File: src/rtl/stream_arb_mux_if.sv
`default_nettype none
// ============================================================================
// Module  : stream_arb_mux_if
// Brief   : Bundle of N source channels and one sink for stream_arb_mux.
//           The slave modport is the multiplexer's view; master is the
//           producer/consumer environment.
// Revision: 1.0 - initial release
// ============================================================================
interface stream_arb_mux_if #(
  parameter int WIDTH    = 32,
  parameter int CHANNELS = 4,
  parameter int SEL_W    = (CHANNELS > 1) ? $clog2(CHANNELS) : 1
);
  logic [CHANNELS-1:0]       in_valid;
  logic [CHANNELS-1:0]       in_last;
  logic [WIDTH*CHANNELS-1:0] in_data;
  logic [CHANNELS-1:0]       in_ready;
  logic                      out_valid;
  logic                      out_last;
  logic [WIDTH-1:0]          out_data;
  logic [SEL_W-1:0]          out_sel;
  logic                      out_ready;

  modport master (
    output in_valid, in_last, in_data, out_ready,
    input  in_ready, out_valid, out_last, out_data, out_sel
  );

  modport slave (
    input  in_valid, in_last, in_data, out_ready,
    output in_ready, out_valid, out_last, out_data, out_sel
  );
endinterface
`default_nettype wire

File: src/rtl/stream_arb_mux.sv
`default_nettype none
// ============================================================================
// Module  : stream_arb_mux
// Brief   : N-to-1 valid/ready stream multiplexer with round-robin or fixed
//           priority arbitration, packet lock and a registered output stage.
// Revision: 1.0 - initial release
// ============================================================================
module stream_arb_mux #(
  parameter int WIDTH    = 32,
  parameter int CHANNELS = 4,
  parameter int MODE     = 0
) (
  input  logic             clk,
  input  logic             rst_n,
  stream_arb_mux_if.slave  bus
);
  localparam int SEL_W = (CHANNELS > 1) ? $clog2(CHANNELS) : 1;

  // Packet lock state: OPEN lets the arbiter choose, LOCKED pins the grant.
  localparam logic [0:0] ST_OPEN   = 1'b0;
  localparam logic [0:0] ST_LOCKED = 1'b1;

  logic [0:0]          r_state;
  logic [0:0]          w_state_nxt;
  logic [SEL_W-1:0]    r_lock_ch;
  logic [SEL_W-1:0]    w_lock_ch_nxt;
  logic [SEL_W-1:0]    r_rr_ptr;
  logic [SEL_W-1:0]    w_arb_ch;
  logic                w_arb_hit;
  int                  w_idx;
  logic [SEL_W-1:0]    w_grant;
  logic                w_slot_free;
  logic                w_accept;
  logic [CHANNELS-1:0] w_ready;
  logic                w_sel_last;
  logic [WIDTH-1:0]    w_sel_data;

  logic                r_out_valid;
  logic                r_out_last;
  logic [WIDTH-1:0]    r_out_data;
  logic [SEL_W-1:0]    r_out_sel;

  // The output register can take a beat when empty or being drained.
  assign w_slot_free = ~r_out_valid | bus.out_ready;

  // Arbiter: first valid channel scanning upward (with wrap) from the start point.
  always_comb begin
    w_arb_ch  = '0;
    w_arb_hit = 1'b0;
    w_idx     = 0;
    for (int k = 0; k < CHANNELS; k++) begin
      w_idx = ((MODE == 0) ? int'(r_rr_ptr) : 0) + k;
      if (w_idx >= CHANNELS) w_idx = w_idx - CHANNELS;
      if (!w_arb_hit && bus.in_valid[w_idx]) begin
        w_arb_hit = 1'b1;
        w_arb_ch  = SEL_W'(w_idx);
      end
    end
  end

  // Lock state register.
  always_ff @(posedge clk or negedge rst_n) begin
    if (!rst_n) begin
      r_state   <= ST_OPEN;
      r_lock_ch <= '0;
    end else begin
      r_state   <= w_state_nxt;
      r_lock_ch <= w_lock_ch_nxt;
    end
  end

  // Lock next state: a non-last beat pins the channel, a last beat releases it.
  always_comb begin
    w_state_nxt   = r_state;
    w_lock_ch_nxt = r_lock_ch;
    if (w_accept) begin
      if (w_sel_last) begin
        w_state_nxt = ST_OPEN;
      end else begin
        w_state_nxt   = ST_LOCKED;
        w_lock_ch_nxt = w_grant;
      end
    end
  end

  // Grant decode: while locked only the lock owner may be served, even if idle.
  always_comb begin
    w_grant    = (r_state == ST_LOCKED) ? r_lock_ch : w_arb_ch;
    w_ready    = '0;
    w_sel_last = 1'b0;
    w_sel_data = '0;
    for (int i = 0; i < CHANNELS; i++) begin
      if (w_grant == SEL_W'(i)) begin
        w_ready[i] = w_slot_free & bus.in_valid[i] & rst_n;
        w_sel_last = bus.in_last[i];
        w_sel_data = bus.in_data[i*WIDTH +: WIDTH];
      end
    end
    w_accept = |w_ready;
  end

  // Output register and round-robin pointer; pointer moves only at packet end.
  always_ff @(posedge clk or negedge rst_n) begin
    if (!rst_n) begin
      r_out_valid <= 1'b0;
      r_out_last  <= 1'b0;
      r_out_data  <= '0;
      r_out_sel   <= '0;
      r_rr_ptr    <= '0;
    end else if (w_accept) begin
      r_out_valid <= 1'b1;
      r_out_last  <= w_sel_last;
      r_out_data  <= w_sel_data;
      r_out_sel   <= w_grant;
      if (MODE == 0 && w_sel_last) begin
        r_rr_ptr <= (w_grant == SEL_W'(CHANNELS - 1)) ? '0 : w_grant + SEL_W'(1);
      end
    end else if (bus.out_ready) begin
      r_out_valid <= 1'b0;
    end
  end

  assign bus.in_ready  = w_ready;
  assign bus.out_valid = r_out_valid;
  assign bus.out_last  = r_out_last;
  assign bus.out_data  = r_out_data;
  assign bus.out_sel   = r_out_sel;
endmodule
`default_nettype wire

File: src/flat_wrapper.sv
// flat-port wrapper written by rule: the top's interface ports become plain ports
module stream_arb_mux_flat 
#(
  parameter int WIDTH    = 32,
  parameter int CHANNELS = 4,
  parameter int MODE     = 0
)
  (clk, rst_n, bus_in_valid, bus_in_last, bus_in_data, bus_out_ready, bus_in_ready, bus_out_valid, bus_out_last, bus_out_data, bus_out_sel);
  stream_arb_mux_if #(.WIDTH(WIDTH), .CHANNELS(CHANNELS)) bus_i ();
  input  logic clk;
  input  logic rst_n;
  input wire logic [$bits(bus_i.in_valid)-1:0] bus_in_valid;
  input wire logic [$bits(bus_i.in_last)-1:0] bus_in_last;
  input wire logic [$bits(bus_i.in_data)-1:0] bus_in_data;
  input wire logic [$bits(bus_i.out_ready)-1:0] bus_out_ready;
  output wire logic [$bits(bus_i.in_ready)-1:0] bus_in_ready;
  output wire logic [$bits(bus_i.out_valid)-1:0] bus_out_valid;
  output wire logic [$bits(bus_i.out_last)-1:0] bus_out_last;
  output wire logic [$bits(bus_i.out_data)-1:0] bus_out_data;
  output wire logic [$bits(bus_i.out_sel)-1:0] bus_out_sel;
  assign bus_i.in_valid = bus_in_valid;
  assign bus_i.in_last = bus_in_last;
  assign bus_i.in_data = bus_in_data;
  assign bus_i.out_ready = bus_out_ready;
  assign bus_in_ready = bus_i.in_ready;
  assign bus_out_valid = bus_i.out_valid;
  assign bus_out_last = bus_i.out_last;
  assign bus_out_data = bus_i.out_data;
  assign bus_out_sel = bus_i.out_sel;
  stream_arb_mux #(.WIDTH(WIDTH), .CHANNELS(CHANNELS), .MODE(MODE)) u_core (.clk(clk), .rst_n(rst_n), .bus(bus_i));
endmodule
File: config.mk
export PLATFORM = sky130hd
export DESIGN_NAME = stream_arb_mux_flat
export DESIGN_NICKNAME = d
export VERILOG_FILES = /design/src/rtl/stream_arb_mux_if.sv /design/src/rtl/stream_arb_mux.sv /design/src/flat_wrapper.sv
export SDC_FILE = /design/constraint.sdc
export NUM_CORES = 1
export LEC_CHECK = 0
export BUFFER_PORTS_ARGS = -buffer_cell sky130_fd_sc_hd__buf_4
export CAP_MARGIN = 0
export CELL_PAD_IN_SITES_DETAIL_PLACEMENT = 1
export CELL_PAD_IN_SITES_GLOBAL_PLACEMENT = 2
export CORE_MARGIN = 1
export CORE_UTILIZATION = 21
export CTS_CLUSTER_DIAMETER = 60
export CTS_CLUSTER_SIZE = 14
export DETAILED_ROUTE_END_ITERATION = 16
export PLACE_DENSITY = 0.89
export REMOVE_ABC_BUFFERS = 1
export SLEW_MARGIN = 5
export SYNTH_ARGS = -nofsm -noshare
export SYNTH_HDL_FRONTEND = slang
export SYNTH_SLANG_ARGS = --single-unit
File: constraint.sdc
create_clock -name clk -period 4.24 [get_ports clk]
set_clock_uncertainty 0.15 [all_clocks]
set_input_delay 0.212 -clock clk [delete_from_list [all_inputs] [get_ports clk]]
set_output_delay 0.212 -clock clk [all_outputs]
set_load 0.03 [all_outputs]
# [Word level (Yosys, flattened, before mapping)]
# Cells that the tools add are included.
[totals] ff_bits=41 in_bits=139 out_inout_bits=40 wordCells=88
[classes] add_sub_neg=8 magnitude_cmp=8 n_eq_ne=3 n_mux=40 bitwise_logic=11 n_reduce_logical=11
[ops] op="$mux W32" count=8
[ops] op="$lt A32 B4 Y1 const B" count=4
[ops] op="$ge A32 B4 Y1 const B" count=3
[ops] op="$sub A32 B4 Y32 const B" count=3
[ops] op="$mux W1" count=22
[ops] op="$mux W2" count=6
[ops] op="$and A1 B1 Y1" count=8
[ops] op="$bmux W1 S2" count=4
[ops] op="$add A2 B2 Y3 const B" count=2
[ops] op="$eq A2 B2 Y1 const B" count=2
[ops] op="$reduce_and A2 Y1" count=2
[ops] op="$reduce_or A4 Y1" count=1
[ops] op="$sub A2 B3 Y4 const B" count=1
[ops] op="$add A2 B1 Y3 const B" count=1
[ops] op="$ge A2 B3 Y1 const B" count=1
[ops] op="$logic_and A1 B1 Y1" count=3
[ops] op="$logic_not A1 Y1" count=3
[ops] op="$add A2 B1 Y2 const B" count=1
[ops] op="$eq A2 B1 Y1 const B" count=1
[ops] op="$logic_not A2 Y1" count=1
[ops] op="$not A1 Y1" count=2
[ops] op="$reduce_bool A2 Y1" count=1
[ops] op="$or A1 B1 Y1" count=1

# [Logic depth before layout (Yosys ltp)]
# Gate-level depths: netlist (run 1).
[depth] ltp_word=23 depth_mapped=11 depth_no_buf=9

# [Worst setup path after synthesis (run 1)]
# Ideal clock, no wire load.
[synth_timing] path_type="register -> register" start="register u_core.r_rr_ptr[1]" end="register u_core.r_lock_ch[0]" setup_ns=0.127 arrival_ns=2.695 required_ns=3.963 slack_ns=1.267 stages_incl_launch_ff=11 n_path_buf=1 period_less_slack_ns=2.973 path_cell_list="dfrtp_1 -> mux2i_1 -> and2_1 -> o41a_1 -> inv_1 -> ha_1 -> buf_2 -> nand2_1 -> a311oi_2 -> or3b_1 -> mux2_1"
[synth_via] elab_chain_cells=23 word_cells_on_any_way=56 classes_between="7 x add/sub; 4 x order compare; 3 x eq/ne; 32 x mux; 1 x bitwise; 9 x reduce/logical"
[synth_rtl] element="start, declared" line_no="stream_arb_mux.sv:27" text="logic [SEL_W-1:0] r_rr_ptr;"
[synth_rtl] element="start signal, assigned" line_no="stream_arb_mux.sv:116" text="r_rr_ptr <= (w_grant == SEL_W'(CHANNELS - 1)) ? '0 : w_grant + SEL_W'(1);"
[synth_rtl] element="branches (longest 14 deep; another with $sub A32 B4 Y32)"
[synth_rtl] element="$mux W2 *" line_no="stream_arb_mux.sv:54" text="if (!w_arb_hit && bus.in_valid[w_idx]) begin"
[synth_rtl] element="$mux W2 *" line_no="stream_arb_mux.sv:88" text="w_grant = (r_state == ST_LOCKED) ? r_lock_ch : w_arb_ch;"
[synth_rtl] element="net u_core.w_grant[0]" line_no="stream_arb_mux.sv:31" text="logic [SEL_W-1:0] w_grant;"
[synth_rtl] element="$logic_not A2 Y1" line_no="stream_arb_mux.sv:93" text="if (w_grant == SEL_W'(i)) begin"
[synth_rtl] element="$mux W1 (4 in series)" line_no="stream_arb_mux.sv:93"
[synth_rtl] element="$not A1 Y1 (no line)"
[synth_rtl] element="$reduce_and A2 Y1 (no line)"
[synth_rtl] element="end signal, assigned" line_no="stream_arb_mux.sv:68" text="r_lock_ch <= w_lock_ch_nxt;"
[synth_rtl] element="end, declared" line_no="stream_arb_mux.sv:25" text="logic [SEL_W-1:0] r_lock_ch;"
# Mark *: on every way through the listed nets, which the timed path passes. The select of a mux whose other input is x is not followed.
# A chain may end at the register's enable or synchronous reset.

# [Worst setup path after layout (run 1)]
[layout_timing] start="register u_core.r_rr_ptr[1]" end="register u_core.r_out_data[5], in the netlist u_core.bus.out_data[5]"
[layout_via] elab_chain_cells=21 word_cells_on_any_way=54 classes_between="7 x add/sub; 4 x order compare; 3 x eq/ne; 32 x mux; 8 x reduce/logical"
[layout_rtl] element="branches (longest 14 deep; another with $sub A32 B4 Y32)"
[layout_rtl] element="$mux W2 *" line_no="stream_arb_mux.sv:54"
[layout_rtl] element="$mux W2 *" line_no="stream_arb_mux.sv:88"
[layout_rtl] element="net u_core.w_grant[1]" line_no="stream_arb_mux.sv:31"
[layout_rtl] element="$logic_not A2 Y1" line_no="stream_arb_mux.sv:93"
[layout_rtl] element="$mux W32 (4 in series)" line_no="stream_arb_mux.sv:93"
[layout_rtl] element="end signal, assigned" line_no="stream_arb_mux.sv:113" text="r_out_data <= w_sel_data;"
[layout_rtl] element="end, declared" line_no="stream_arb_mux.sv:40" text="logic [WIDTH-1:0] r_out_data;"
# Marks and branches as above.

==> results.json, run 1 <==
{
  "status": "complete, no violations",
  "ys_seq_elements": 41,
  "cp_top_family": "compound AO/OA/AOI/OAI gates",
  "start_util": 0.217,
  "coreArea_um2": 12100,
  "drtAntennaViolNets": 0,
  "worstPathArrival_ns": 3.61,
  "routed_via_density": 4.66,
  "nFillCells": 1484,
  "ys_types": 31,
  "hold_viol": 0,
  "dieArea_um2": 13000,
  "cts_tree": "yes",
  "wirelength_mm": 9.79,
  "grt_pass1_vias": 3217,
  "drive_above_1_share": 0.414,
  "m1WireLength_mm": 3.93,
  "grt_pass1_wl_mm": 15.6,
  "num_vias": 3042,
  "grt_max_degree": 69,
  "fin_crit_ns": 3.56,
  "io-pin-count": 179,
  "gr-usage-all-layers": 0.150,
  "dp_hpwl_mm": 7.52,
  "highest_layer": "met4",
  "setup.worst_path.start_class": "flop",
  "synthMostInstantiatedCell": "dfrtp_1",
  "insertion_delay_ns": 0.28,
  "post-cts-setup-buffers": 0,
  "drt-initial-drc-count": 130,
  "synth_cells": 319,
  "wl_met2_mm": 5.06,
  "finish.utilization": 0.356,
  "synthFlopType": "dfrtp_1",
  "synthTopCellsByArea": "dfrtp_1 39%, a211o_1 10%, a221oi_1 10%, a31oi_1 7.4%, nand2_1 5.7%",
  "clk_pin_slew_ns": 0.06,
  "synth_common_cells": "41 x dfrtp_1, 40 x nand2_1, 38 x inv_1, 38 x nor2_1",
  "ctsLongestPathBuffers": 2,
  "path_buf_inv": 3,
  "placedInstanceArea_um2": 4140,
  "wl_per_cell_um": 15.0,
  "numCtsBuffers": 5,
  "setup_viol": 0,
  "synth.top_cell.area_share": 0.390,
  "ys_async_sr_fraction": 1.00,
  "clkSinkCount": 41,
  "cpMostUsedCell": "buf_4",
  "avgSynthCellArea_um2": 8.24,
  "die_y_um": 114,
  "crit_fanout": 39,
  "yosysSeqAreaShare": 0.390,
  "crit_chain": "nand2_1, a221o_1, o221ai_1, inv_1, ha_2, a22oi_1, a311oi_4, buf_4, buf_4, nor2_1, a31oi_1",
  "cts_max_level": 2,
  "synth_area_um2": 2630,
  "n_antenna_cell": 0,
  "synth_warnings": 0,
  "ir_drop_uv": 298,
  "critPathKind": "reg2reg",
  "antenna_found_initial": 0,
  "crit_required_ns": 4.29,
  "wl_met3_um": 681,
  "maxSlewHeadroom": 0.478,
  "firstDrtPassIters": 4,
  "powerDensity_nw_per_um2": 835,
  "slew_violations": 0,
  "synth_area_leader_cell": "dfrtp_1",
  "fp.dieW_um": 114,
  "numPortBuffers": 178,
  "fmax_mhz": 281,
  "fin_nets": 627,
  "grt_remaining_overflow": 0,
  "cp_slowest_cell": "ha_2",
  "rows": 40,
  "maxCapViolCount": 0,
  "cts_root_buffer": "clkbuf_16",
  "drc": 0,
  "gp_congestion": 0.731,
  "p_leak_nw": 2.11,
  "cp-end-kind": "flop",
  "hp-class": "in2reg",
  "synth_enable_flop_cells": 0,
  "rsz0062_at_grt": "no",
  "area_growth_pct": 63.9,
  "period_share": 0.840,
  "crit_path_max_incr_delay_ns": 0.60,
  "final_cell_area_um2": 4310,
  "worst_pin_slew_ns": 0.779
}
## area by class of cell
| type | instances | area, um2 | share of cell area |
|---|---|---|---|
| multi-input combinational | 212 | 1370 | 0.318 |
| tap | 168 | 210 | 0.0488 |
| inverter | 38 | 143 | 0.0331 |
| sequential | 41 | 1030 | 0.238 |
| clock inverter | 1 | 5.00 | 0.00116 |
| clock buffer | 7 | 153 | 0.0354 |
| timing repair buffer | 186 | 1400 | 0.325 |
## per-stage QoR
stage | TNS [ns] | hold WS (ns) | total power [W] | setup slack (ns) | std cells
final | 0 | 0.0547 | 0.00360 | 0.677 | 653
after global placement | 0 | 0.0953 | 0.00316 | 0.885 | 644
after detailed placement | 0 | 0.101 | 0.00325 | 0.638 | 644
after global routing | 0 | 0.0562 | 0.00389 | 0.318 | 653
after floorplan | -54.13 | -0.234 | 0.00238 | -1.80 | 291
after CTS | 0 | 0.0465 | 0.00366 | 0.620 | 653
## final timing paths
kind,start,to,slack (ns),cells after the start
setup / recovery,u_core.r_rr_ptr[1],u_core.bus.out_data[5],0.68,11
hold / removal,bus_in_data[100],u_core.bus.out_data[4],0.05,3
setup reg to reg,u_core.r_rr_ptr[1],u_core.bus.out_data[5],0.68,11
hold reg to reg,u_core.r_lock_ch[0],u_core.r_lock_ch[0],0.37,1
max in group asynchronous,rst_n,u_core.bus.out_data[27],3.22,2
min in group asynchronous,rst_n,u_core.r_state,0.32,2
## layout by cell type, fill, tap and decap left out, drive strengths merged, types with 2 or more instances in the layout
cell type  instances
a21oi              7
a221oi            31
o21ai              3
nand2             40
nor3b              2
inv               38
or2                2
nor2              38
a211oi             2
a211o             31
ha                 4
dfrtp             41
nor2b              4
buf              185
a22oi              2
mux2i              2
clkbuf             7
a31oi             31
mux2               3
## cells by family (layout without fill, tap and decap cells)
| group | after synthesis | after routing | synth area share |
|---|---|---|---|
| fa+ha+maj | 4 | 4 | 0.0190 |
| mux | 5 | 5 | 0.0205 |
| simple gates | 91 | 91 | 0.144 |
| buf+inv | 66 | 232 | 0.0948 |
| flops | 41 | 41 | 0.390 |
| compound gates | 112 | 112 | 0.331 |
## flip-flops by register name, summed over array words and instances, names as in the netlist
name / flops
u_core.bus.out_sel: 2
u_core.r_lock_ch: 2
u_core.r_rr_ptr: 2
u_core.bus.out_last: 1
u_core.r_state: 1
u_core.bus.out_valid: 1
u_core.bus.out_data: 32
## per-layer routing
metal	track usage	up-vias
met1	0.171	1442
met3	0.0377	10
met2	0.283	106
li1	-	1484
met4	0.0303	0
met5	0	-
## where the power goes
part	switching [W]	total, W	internal, W	leakage [nW]
Clock	0.000148	0.000397	0.000249	0.0799
Combinational	0.00147	0.00248	0.00101	1.56
Sequential	0.000122	0.000722	0.000600	0.462
## tightest hold or removal path, stage by stage
cell and delay (ns):
buf_4 0.10, nand2_1 0.05, a31oi_1 0.07
## repair_timing
action,in CTS,in global routing
resized for setup,0,0
hold buffers,1,0
endpoints found under the setup margin,0,0
hold endpoints to repair,41,0
Power figures use the tool's default switching activity.
==> inputs of run 2 (changes only) <==
- clock period: 4.24 -> 3.55 ns (I/O delays scaled with it)
==> run 2 against run 1 <==
  * Final cell count rose by 0.77%
  * Maximum frequency rose by 8.3%
  * Combinational power rose by 24%
  * Clock power rose by 20%
  * Register-to-register slack got worse by 0.42 ns
  * Hold slack got worse by 0.036 ns
  * Via count rose by 1.7%
  * Wire length rose by 3.6%
  * Clock-buffer cell count did not move
  * Critical endpoint is now u_core.r_lock_ch[0]
  * Largest power group unchanged
==> results.json, run 2 (synthesized netlist as in run 1, its figures left out) <==
{
  "status": "complete, no violations",
  "num_vias": 3095,
  "r2r-end": "u_core.r_lock_ch[0]",
  "hold_end": "u_core.bus.out_data[29]",
  "min-delay-start": "bus_in_data[125]",
  "worstHoldPathCells": 3,
  "drive_above_1_share": 0.422,
  "cp-end-kind": "flop",
  "crit_path_max_incr_delay_ns": 0.49,
  "grt_pass1_wl_mm": 15.3,
  "wirelength_mm": 10.1,
  "clk_pin_slew_ns": 0.06,
  "coreArea_um2": 12100,
  "dieArea_um2": 13000,
  "pre_cts_ws_ns": 0.177,
  "setup_viol": 0,
  "insertion_delay_ns": 0.28,
  "ctsLongestPathBuffers": 2,
  "slew_violations": 0,
  "cp_slowest_cell": "o41a_1",
  "numPortBuffers": 178,
  "hold_viol": 0,
  "crit_chain": "nand2_1, a21oi_1, o41a_1, inv_1, ha_1, buf_4, nand2_1, a311oi_4, or3b_1, mux2_1",
  "rows": 40,
  "cts_max_level": 2,
  "largest_reg_flops": 32,
  "drt-initial-drc-count": 96,
  "cpMostUsedCell": "nand2_1",
  "fmax_mhz": 304,
  "antenna_found_initial": 0,
  "fp.dieW_um": 114,
  "cts_root_buffer": "clkbuf_16",
  "powerDensity_nw_per_um2": 1010,
  "place_inst": 646,
  "crit_fanout": 19,
  "crit_required_ns": 3.56,
  "worstPathArrival_ns": 3.30,
  "firstDrtPassIters": 4,
  "gr-usage-all-layers": 0.147,
  "setup_slack_ns": 0.261,
  "fin_crit_ns": 3.29,
  "ff2ff_path_depth": 10,
  "wl_per_cell_um": 15.4,
  "n_antenna_cell": 0,
  "clkSinkCount": 41,
  "critPathKind": "reg2reg",
  "power_w": 0.00441,
  "area_growth_pct": 66.7,
  "cts_tree": "yes",
  "gp_congestion": 0.829,
  "layout_common_cells": "187 x buf_4, 41 x dfrtp_1, 40 x nand2_1",
  "routed_via_density": 4.70,
  "regToRegSetupSlack_ns": 0.26,
  "io-pin-count": 179,
  "reg2reg_from": "u_core.r_rr_ptr[1]",
  "maxCapViolCount": 0,
  "hp-class": "in2reg",
  "maxSlewHeadroom": 0.621,
  "drc": 0,
  "final_common_cell": "buf_4",
  "hold_slack_ns": 0.0182,
  "grt_max_degree": 73,
  "die_y_um": 114,
  "drtAntennaViolNets": 0,
  "rsz0062_at_grt": "no",
  "numCtsBuffers": 5,
  "fin_nets": 632,
  "finalNonFillerCells": 658,
  "setup.worst_path.start_class": "flop",
  "worst_pin_slew_ns": 0.569,
  "ir_drop_uv": 408,
  "dp_hpwl_mm": 7.32,
  "p_leak_nw": 2.14,
  "fin_tns_setup_ns": 0,
  "grt_pass1_vias": 3146,
  "start_util": 0.217,
  "period_share": 0.926,
  "grt_remaining_overflow": 0
}
run 2: cell count changes in the layout (fill, tap and decap cells not counted), sizes merged:
cell and delta:
buf +4, clkbuf +1
run 2: area by class of cell:
type | instances | area [um2]
flip-flops and latches | 41 | 1030
multi-input cells | 212 | 1380
clock buffers | 7 | 153
fillers | 1489 | 7730
clock inverters | 1 | 5.00
inverters | 38 | 143
well taps | 168 | 210
repair buffers | 191 | 1460
run 2: per-layer routing:
layer | vias to the layer above | GRT usage | share of wire
met5 | - | 0 | 0
met4 | 0 | 0.0416 | 0.013
met3 | 12 | 0.0329 | 0.063
met2 | 110 | 0.270 | 0.51
met1 | 1480 | 0.170 | 0.41
li1 | 1493 | - | -
run 2: how the worst max path moves through the flow:
stage	end	startpoint	slack, ns	cells after the start
after floorplan	u_core.r_lock_ch[0]	u_core.r_rr_ptr[1]	-2.49	9
after global placement	u_core.r_rr_ptr[0]	u_core.r_rr_ptr[1]	0.40	11
after detailed placement	u_core.r_rr_ptr[0]	u_core.r_rr_ptr[1]	0.18	10
after CTS	u_core.r_rr_ptr[0]	u_core.r_rr_ptr[1]	0.17	10
after global routing	u_core.r_lock_ch[0]	u_core.r_rr_ptr[1]	0.04	10
final	u_core.r_lock_ch[0]	u_core.r_rr_ptr[1]	0.26	10
run 2: where the power goes:
group / leakage [nW] / switching (W) / internal, W / total [W]
logic: 1.60 / 0.00180 / 0.00128 / 0.00307
registers: 0.462 / 0.000143 / 0.000716 / 0.000859
clock network: 0.0799 / 0.000180 / 0.000298 / 0.000478
total: 2.14 / 0.00212 / 0.00229 / 0.00441
run 2: worst max-delay path: cells and delay by family, from the launching register on:
kind / cells / cell delay [ns]
fa+ha+maj: 1 / 0.24
flops: 1 / 0.44
compound gates: 3 / 0.90
buf+inv: 2 / 0.41
mux: 1 / 0.32
simple gates: 3 / 0.70
run 2: repair_timing:
action	CTS	global route
hold buffers	1	0
endpoints found under the hold margin	41	0
gates resized for setup	0	3
setup endpoints to repair	0	11
setup buffers	0	1
run 2: per-stage QoR:
| step | util | cell area [um2] |
|---|---|---|
| finish | 0.362 | 4380 |
| global route | 0.362 | 4380 |
| detailed placement | 0.344 | 4170 |
| floorplan | - | 2520 |
| global placement | 0.344 | 4170 |
| CTS | 0.358 | 4330 |
